`config.mk`:
```
export PLATFORM = sky130hd
export DESIGN_NAME = seq_stream_buffer
export DESIGN_NICKNAME = d
export VERILOG_FILES = /design/src/rtl/seq_stream_buffer.sv
export SDC_FILE = /design/constraint.sdc
export NUM_CORES = 1
export LEC_CHECK = 0
export ABC_CLOCK_PERIOD_IN_PS = 3000
export CAP_MARGIN = 5
export CORE_UTILIZATION = 53
export CTS_BUF_LIST = sky130_fd_sc_hd__clkbuf_4 sky130_fd_sc_hd__clkbuf_8
export DETAILED_ROUTE_END_ITERATION = 8
export PLACE_DENSITY = 0.84
export SYNTH_ARGS = -nofsm -noshare
export SYNTH_HDL_FRONTEND = slang
export SYNTH_SLANG_ARGS = --single-unit
```
`constraint.sdc`:
```
create_clock -name clk -period 3 [get_ports clk]
set_input_delay 0.6 -clock clk [delete_from_list [all_inputs] [get_ports clk]]
set_output_delay 0.6 -clock clk [all_outputs]
set_load 0.01 [all_outputs]
```
`src/rtl/seq_stream_buffer.sv`:
```
// Single-clock FIFO stream buffer with occupancy FSM and sticky statistics
// (overflow flag, drop counter, odd-word counter, running unsigned maximum).
module seq_stream_buffer #(
  parameter int WIDTH = 16,
  parameter int DEPTH = 8
) (
  input  logic                       clk,
  input  logic                       rst,
  input  logic                       in_valid,
  input  logic [WIDTH-1:0]           in_data,
  output logic                       in_ready,
  output logic                       out_valid,
  output logic [WIDTH-1:0]           out_data,
  input  logic                       out_ready,
  output logic [$clog2(DEPTH):0]     count,
  output logic                       overflow,
  output logic [15:0]                drop_cnt,
  output logic [15:0]                odd_cnt,
  output logic [WIDTH-1:0]           max_val
);

  localparam int AW = $clog2(DEPTH);
  localparam logic [AW:0] CNT_FULL = (AW+1)'(DEPTH);
  localparam logic [AW:0] CNT_LAST = (AW+1)'(DEPTH - 1);

  typedef enum logic [1:0] {
    ST_EMPTY   = 2'd0,
    ST_PARTIAL = 2'd1,
    ST_FULL    = 2'd2
  } occ_state_e;

  occ_state_e        state_q, state_d;
  logic [AW-1:0]     wr_ptr_q, wr_ptr_d;
  logic [AW-1:0]     rd_ptr_q, rd_ptr_d;
  logic [AW:0]       count_q, count_d;
  logic              overflow_q, overflow_d;
  logic [15:0]       drop_cnt_q, drop_cnt_d;
  logic [15:0]       odd_cnt_q, odd_cnt_d;
  logic [WIDTH-1:0]  max_val_q, max_val_d;
  logic [WIDTH-1:0]  mem [DEPTH];

  logic push, pop, drop;

  // Handshake flags come straight from the registered state, so in_ready
  // never depends on out_ready.
  assign in_ready  = (state_q != ST_FULL);
  assign out_valid = (state_q != ST_EMPTY);
  assign out_data  = mem[rd_ptr_q];
  assign count     = count_q;
  assign overflow  = overflow_q;
  assign drop_cnt  = drop_cnt_q;
  assign odd_cnt   = odd_cnt_q;
  assign max_val   = max_val_q;

  assign push = in_valid && in_ready;
  assign pop  = out_valid && out_ready;
  assign drop = in_valid && !in_ready;

  always_comb begin
    // NOTE: every signal gets a default first so no path leaves it unassigned (no latch).
    wr_ptr_d   = wr_ptr_q;
    rd_ptr_d   = rd_ptr_q;
    count_d    = count_q;
    overflow_d = overflow_q;
    drop_cnt_d = drop_cnt_q;
    odd_cnt_d  = odd_cnt_q;
    max_val_d  = max_val_q;
    state_d    = state_q;

    if (push) begin
      wr_ptr_d = wr_ptr_q + AW'(1);
      if (in_data[0] && odd_cnt_q != 16'hFFFF) odd_cnt_d = odd_cnt_q + 16'd1;
      if (in_data > max_val_q) max_val_d = in_data;
    end
    if (pop) rd_ptr_d = rd_ptr_q + AW'(1);
    if (push && !pop) count_d = count_q + (AW+1)'(1);
    if (pop && !push) count_d = count_q - (AW+1)'(1);

    if (drop) begin
      overflow_d = 1'b1;
      if (drop_cnt_q != 16'hFFFF) drop_cnt_d = drop_cnt_q + 16'd1;
    end

    unique case (state_q)
      ST_EMPTY:   if (push) state_d = ST_PARTIAL;
      ST_PARTIAL: begin
        if (push && !pop && count_q == CNT_LAST) state_d = ST_FULL;
        else if (pop && !push && count_q == (AW+1)'(1)) state_d = ST_EMPTY;
      end
      ST_FULL:    if (pop) state_d = ST_PARTIAL;
      default:    state_d = ST_EMPTY;
    endcase
  end

  // NOTE: sequential state uses non-blocking assignments so all flops update together.
  always_ff @(posedge clk) begin
    if (rst) begin
      state_q    <= ST_EMPTY;
      wr_ptr_q   <= '0;
      rd_ptr_q   <= '0;
      count_q    <= '0;
      overflow_q <= 1'b0;
      drop_cnt_q <= '0;
      odd_cnt_q  <= '0;
      max_val_q  <= '0;
    end else begin
      state_q    <= state_d;
      wr_ptr_q   <= wr_ptr_d;
      rd_ptr_q   <= rd_ptr_d;
      count_q    <= count_d;
      overflow_q <= overflow_d;
      drop_cnt_q <= drop_cnt_d;
      odd_cnt_q  <= odd_cnt_d;
      max_val_q  <= max_val_d;
    end
  end

  // NOTE: storage is deliberately not reset; pointers and count make stale entries invisible.
  always_ff @(posedge clk) begin
    if (push && !rst) mem[wr_ptr_q] <= in_data;
  end

  // Full count is only reachable through the FULL state.
  logic unused_full_cmp;
  assign unused_full_cmp = (count_q == CNT_FULL);

endmodule

```
==> results of run 1 <==
[area by class of cell]
class	count	area, um2	share of cell area
repair buffers	128	1290	0.127
flip-flops and latches	192	5130	0.502
clock buffers	17	234	0.0229
well taps	211	264	0.0258
clock inverters	15	161	0.0158
multi-input cells	337	3050	0.298
inverters	24	90.1	0.00881
[synthesized netlist by cell type, types with 4 or more instances]
library cell	n	area share
xor2_1	14	0.015
xnor2_1	20	0.021
mux2_2	16	0.022
nor2b_1	20	0.015
and4_1	8	0.0084
buf_2	5	0.0030
clkbuf_1	7	0.0031
dfxtp_1	64	0.15
mux4_2	32	0.086
nand3_1	9	0.0054
nor4_2	8	0.012
edfxtp_1	128	0.46
nand4_1	11	0.0082
inv_1	24	0.011
nand2_1	25	0.011
o211ai_1	6	0.0054
ha_1	25	0.037
nor2_1	49	0.022
nor3_1	6	0.0036
buf_1	6	0.0027
a32o_1	15	0.018
mux2i_1	4	0.0048
a21oi_1	15	0.0090
buf_6	4	0.0054
and3_1	6	0.0045
[report_power, final]
part | internal (mW) | switching, mW
Sequential | 2.87 | 0.0524
Clock | 0.623 | 1.01
Combinational | 0.292 | 0.290
[how the worst max path moves through the flow]
| stage | end | slack (ps) | from | cells past startpoint |
|---|---|---|---|---|
| floorplan | mem[2][0] | 220 | rst | 3 |
| CTS | out_data[3] | 4 | flop | 4 |
| finish | out_data[10] | 20 | flop | 4 |
| global route | out_data[10] | -10 | flop | 4 |
| global placement | max_val[9] | -210 | in_data[5] | 7 |
| detailed placement | max_val[14] | -400 | in_data[13] | 7 |
[logic make-up after synthesis]
group / count (synthesis) / synth area share
compound gates: 57 / 0.0538
xor+xnor: 34 / 0.0356
fa+ha+maj: 25 / 0.0373
buf+inv: 50 / 0.0294
flops: 192 / 0.612
mux: 52 / 0.112
simple gates: 169 / 0.120
[per-stage QoR]
stage	instances	cell area (um2)	setup slack [ps]	util	setup TNS (ps)
final	924	10200	17.2	0.668	0
after global routing	924	10200	-12.0	0.668	-29.6
after CTS	911	10100	3.91	0.659	0
after detailed placement	878	9670	-402	0.632	-6080
after global placement	878	9670	-212	0.632	-3230
after floorplan	579	8390	216	-	0
[state kept, by name, summed over array words and instances, names as in the netlist, named ones only]
signal and count:
max_val 16, mem 128, state_q 2, count 4
rd_ptr_q 3, drop_cnt 16, wr_ptr_q 3, odd_cnt 16
overflow 1
[metal layers]
| layer | part of all wire | up-vias |
|---|---|---|
| met3 | 0.067 | 33 |
| met1 | 0.42 | 2709 |
| met4 | 0.023 | 0 |
| li1 | - | 2445 |
| met2 | 0.49 | 209 |
| met5 | 0 | - |
[what timing repair did]
item | in CTS | in global routing
endpoints found under the setup margin | 16 | 25
resized for setup | 8 | 4
cloned | 1 | 1
buffers inserted | 0 | 12
[worst reg2reg max path, cell delays in order, from the launching register on]
cell,delay (ps)
dfxtp_1,420
inv_1,70
ha_1,320
nand4_1,190
a2111oi_2,610
or3_1,540
a32o_1,260
==> impl_metrics.ini, run 1 <==
[power_and_ir_drop]
p_total_mw = 5.14
p_leak_nw = 3.44
powerDensity_mw_per_mm2 = 503
vdd_drop_max_uv = 296

[cts]
cts_sinks = 192
path_clk_slew_ps = 90
insertion_delay_ps = 490
root_buffer = clkbuf_8
h-tree-depth = 4
cts_tree = done
hold_buffers = 0
cts.path.max_buffers = 2
numCtsBuffers = 17

[yosys]
async_reset_ff_frac = 0
synth-seq-cells = 192
synth_enable_flop_cells = 128
synthFlopType = edfxtp_1
ys_seq_area_frac = 0.612
yosysUniqueCellTypes = 60
syn-cell-area_mm2 = 0.00838
netlist_instances = 579
yosys_warnings = 0
avgSynthCellArea_um2 = 14.5
synthesis.nets = 624

[global_routing]
grt_pass1_wl_um = 28000
use_met3 = 0.0455
grtUsageTotal = 0.232
grt_use_met1 = 0.301
antenna_found_initial = 0
grt_busiest_layer = met2
globalRouteMet2Util = 0.379
first_global_vias = 5273
overflow = 0
grt_start_max_net_pins = 47

[timing]
layout_min_cycle_time_ps = 2980
final_max_slew_viol_count = 0
maxSlewHeadroom = 0.310
fmax_ghz = 0.335
period_share = 0.994
setup_viol = 0
whs_ps = 491
hold_violations = 0
fin_skew_ps = 9.71
tightest_slew_ps = 1030

[worst_setup_path]
cp_data_required_time_ps = 2400
arrival_ps = 2380
cp-start-kind = flop
reg2reg_to = max_val[8]
r2r_cells = 6
crit_fanout = 15
end_kind = output port
path_buf_inv = 2
worstSetupPathType = reg -> out
timing.rr.start = max_val[13]
path_cells = buf_12, mux4_2, mux2_2, clkdlybuf4s50_1
r2r_slack_ps = 530
worst_path_max_delay_cell = mux4_2
crit_family = multiplexers
slowest_delay_ps = 510

[route]
drtAntennaViolNets = 0
vias = 5396
drtPass1Iterations = 6
avgRoutedWirePerCell_um = 19.9
drt_iter0_drc = 490
finalWirelength_um = 18400
viasPerCell = 5.84
drc = 0

[die]
dieHeight_um = 128
dieWidth_um = 128
dieArea_mm2 = 0.0163
start_util = 0.547
rows = 45
pin_count = 91
core_mm2 = 0.0153

[final_layout]
n_antenna_cell = 0
nFillCells = 1050
final_cell_mix = edfxtp_1 (128), clkdlybuf4s50_1 (80), dfxtp_1 (63)
layout_commonest_cell = edfxtp_1
nets = 745
layout-drive-gt1-share = 0.209
area_delta_synth_final_pct = 22.1

[flow_run]
maxCapViolCount = 0

[worst_hold_path]
hp-start = overflow
hold_depth = 2
whs_endpoint = overflow
hold_path_class = reg -> reg

[outcome]
status = complete, no violations

[placement]
place_congestion = 0.902
hpwl_um = 11700
io_buffers = 90
(Power assumes the default switching activity.)
==> run 2, diff against run 1 <==
--- a/config.mk
+++ b/config.mk
@@ -9,6 +9,7 @@
 export CAP_MARGIN = 5
 export CORE_UTILIZATION = 53
 export CTS_BUF_LIST = sky130_fd_sc_hd__clkbuf_4 sky130_fd_sc_hd__clkbuf_8
+export CTS_CLUSTER_SIZE = 10
 export DETAILED_ROUTE_END_ITERATION = 8
 export PLACE_DENSITY = 0.84
 export SYNTH_ARGS = -nofsm -noshare
==> results of run 2 <==
The final DEF is identical to that of run 1; final timing and power are the same.
==> run 3, diff against run 2 <==
--- a/config.mk
+++ b/config.mk
@@ -7,6 +7,7 @@
 export LEC_CHECK = 0
 export ABC_CLOCK_PERIOD_IN_PS = 3000
 export CAP_MARGIN = 5
+export CORE_MARGIN = 3
 export CORE_UTILIZATION = 53
 export CTS_BUF_LIST = sky130_fd_sc_hd__clkbuf_4 sky130_fd_sc_hd__clkbuf_8
 export CTS_CLUSTER_SIZE = 10
==> run 3 against run 2 <==
Core utilization decreased by 0.49 points. Via count decreased by 1.7%. Hold slack about the same. Sequential power about the same. Critical path depth unchanged.
==> impl_metrics.ini, run 3 (same netlist as run 1, synthesis figures left out) <==
[outcome]
status = complete, no violations

[global_routing]
grtUsageTotal = 0.208
grt_start_max_net_pins = 33
overflow = 0
antenna_found_initial = 0
first_global_vias = 5455
grt_pass1_wl_um = 28200

[final_layout]
nets = 744
largest_reg_flops = 128
regMostFlops = mem
layout-drive-gt1-share = 0.208
fin_util = 0.663
n_antenna_cell = 0
layout_commonest_cell = edfxtp_1
final_cell_mix = edfxtp_1 (128), clkdlybuf4s50_1 (77), dfxtp_1 (63)
area_delta_synth_final_pct = 21.2

[cts]
root_buffer = clkbuf_8
cts_sinks = 192
path_clk_slew_ps = 100
insertion_delay_ps = 460
numCtsBuffers = 17
cts_tree = done
cts.path.max_buffers = 2
h-tree-depth = 4
hold_buffers = 0

[timing]
period_share = 0.970
layout_min_cycle_time_ps = 2910
final_max_slew_viol_count = 0
setup_viol = 0
finalSetupTns_ps = 0
maxSlewHeadroom = 0.315
finalWorstSetupSlack_ps = 89.4
whs_ps = 490
fmax_ghz = 0.344
tightest_slew_ps = 1020
hold_violations = 0
fin_skew_ps = 11.9

[worst_setup_path]
cp-start-kind = flop
path_cells = buf_16, mux4_2, mux2_2, clkdlybuf4s50_1
worstSetupPathType = reg -> out
crit_family = multiplexers
path_buf_inv = 2
timing.rr.start = max_val[13]
crit_fanout = 14
arrival_ps = 2310
slowest_delay_ps = 500
end_kind = output port
cp_data_required_time_ps = 2400
worst_path_max_delay_cell = mux4_2

[route]
drtPass1Iterations = 5
drtAntennaViolNets = 0
finalWirelength_um = 17700
vias = 5304
drc = 0
avgRoutedWirePerCell_um = 19.1
viasPerCell = 5.75
drt_iter0_drc = 473

[die]
dieWidth_um = 132
start_util = 0.547
core_mm2 = 0.0153
dieHeight_um = 132
pin_count = 91
dieArea_mm2 = 0.0173
rows = 45

[power_and_ir_drop]
p_leak_nw = 3.42
powerDensity_mw_per_mm2 = 500
vdd_drop_max_uv = 277
p_total_mw = 5.07

[worst_hold_path]
hold_path_class = reg -> reg
hp-start = overflow

[placement]
place_congestion = 0.851
io_buffers = 90
dp_slack_ps = -350
hpwl_um = 11900

[flow_run]
maxCapViolCount = 0
-- run 3: cell types whose count changed in the layout (fill, tap and decap cells not counted), sizes merged --
cell,delta
inv,+3
clkdlybuf4s50,-3
clkinv,-3
dlygate4sd2,+5
dlymetal6s2s,-2
clkinvlp,-1
-- run 3: power breakdown --
part | internal [mW] | switching (mW) | total (mW)
Clock | 0.628 | 0.965 | 1.59
Sequential | 2.87 | 0.0475 | 2.92
Combinational | 0.278 | 0.278 | 0.556
-- run 3: worst paths after layout --
path | end | slack (ps) | cells after the start
setup / recovery | out_data[8] | 90 | 4
hold / removal | overflow | 490 | 2
setup reg to reg | max_val[0] | 560 | 7
hold reg to reg | overflow | 490 | 2
-- run 3: cell type report --
class / instances / area, um2
timing repair buffer: 127 / 1260
fill: 1068 / 5170
inverter: 24 / 90.1
multi-input combinational: 337 / 3030
clock buffer: 18 / 241
tap: 211 / 264
sequential: 192 / 5130
clock inverter: 14 / 135
-- run 3: tightest hold or removal path, stage by stage (launching register included) --
cell and delay (ps):
dfxtp_1 340, nor2_1 50, nor2_1 70
-- run 3: metal layers --
layer / part of all wire / wire [um] / track usage / vias up
li1: - / - / - / 2447
met1: 0.42 / 7330 / 0.267 / 2581
met2: 0.49 / 8650 / 0.347 / 228
met4: 0.023 / 407 / 0.0723 / 0
met5: 0 / 0 / 0 / -
met3: 0.071 / 1260 / 0.0528 / 48
-- run 3: timing repair --
action | 4_1_cts | 5_1_grt
setup endpoints to repair | 16 | 5
cloned | 1 | 0
setup buffers | 0 | 4
gates resized for setup | 13 | 1
-- run 3: stage by stage --
stage,instances,area [um2]
after floorplan,579,8390
after global placement,885,9720
after detailed placement,885,9720
after CTS,918,10100
after global routing,923,10100
final,923,10100
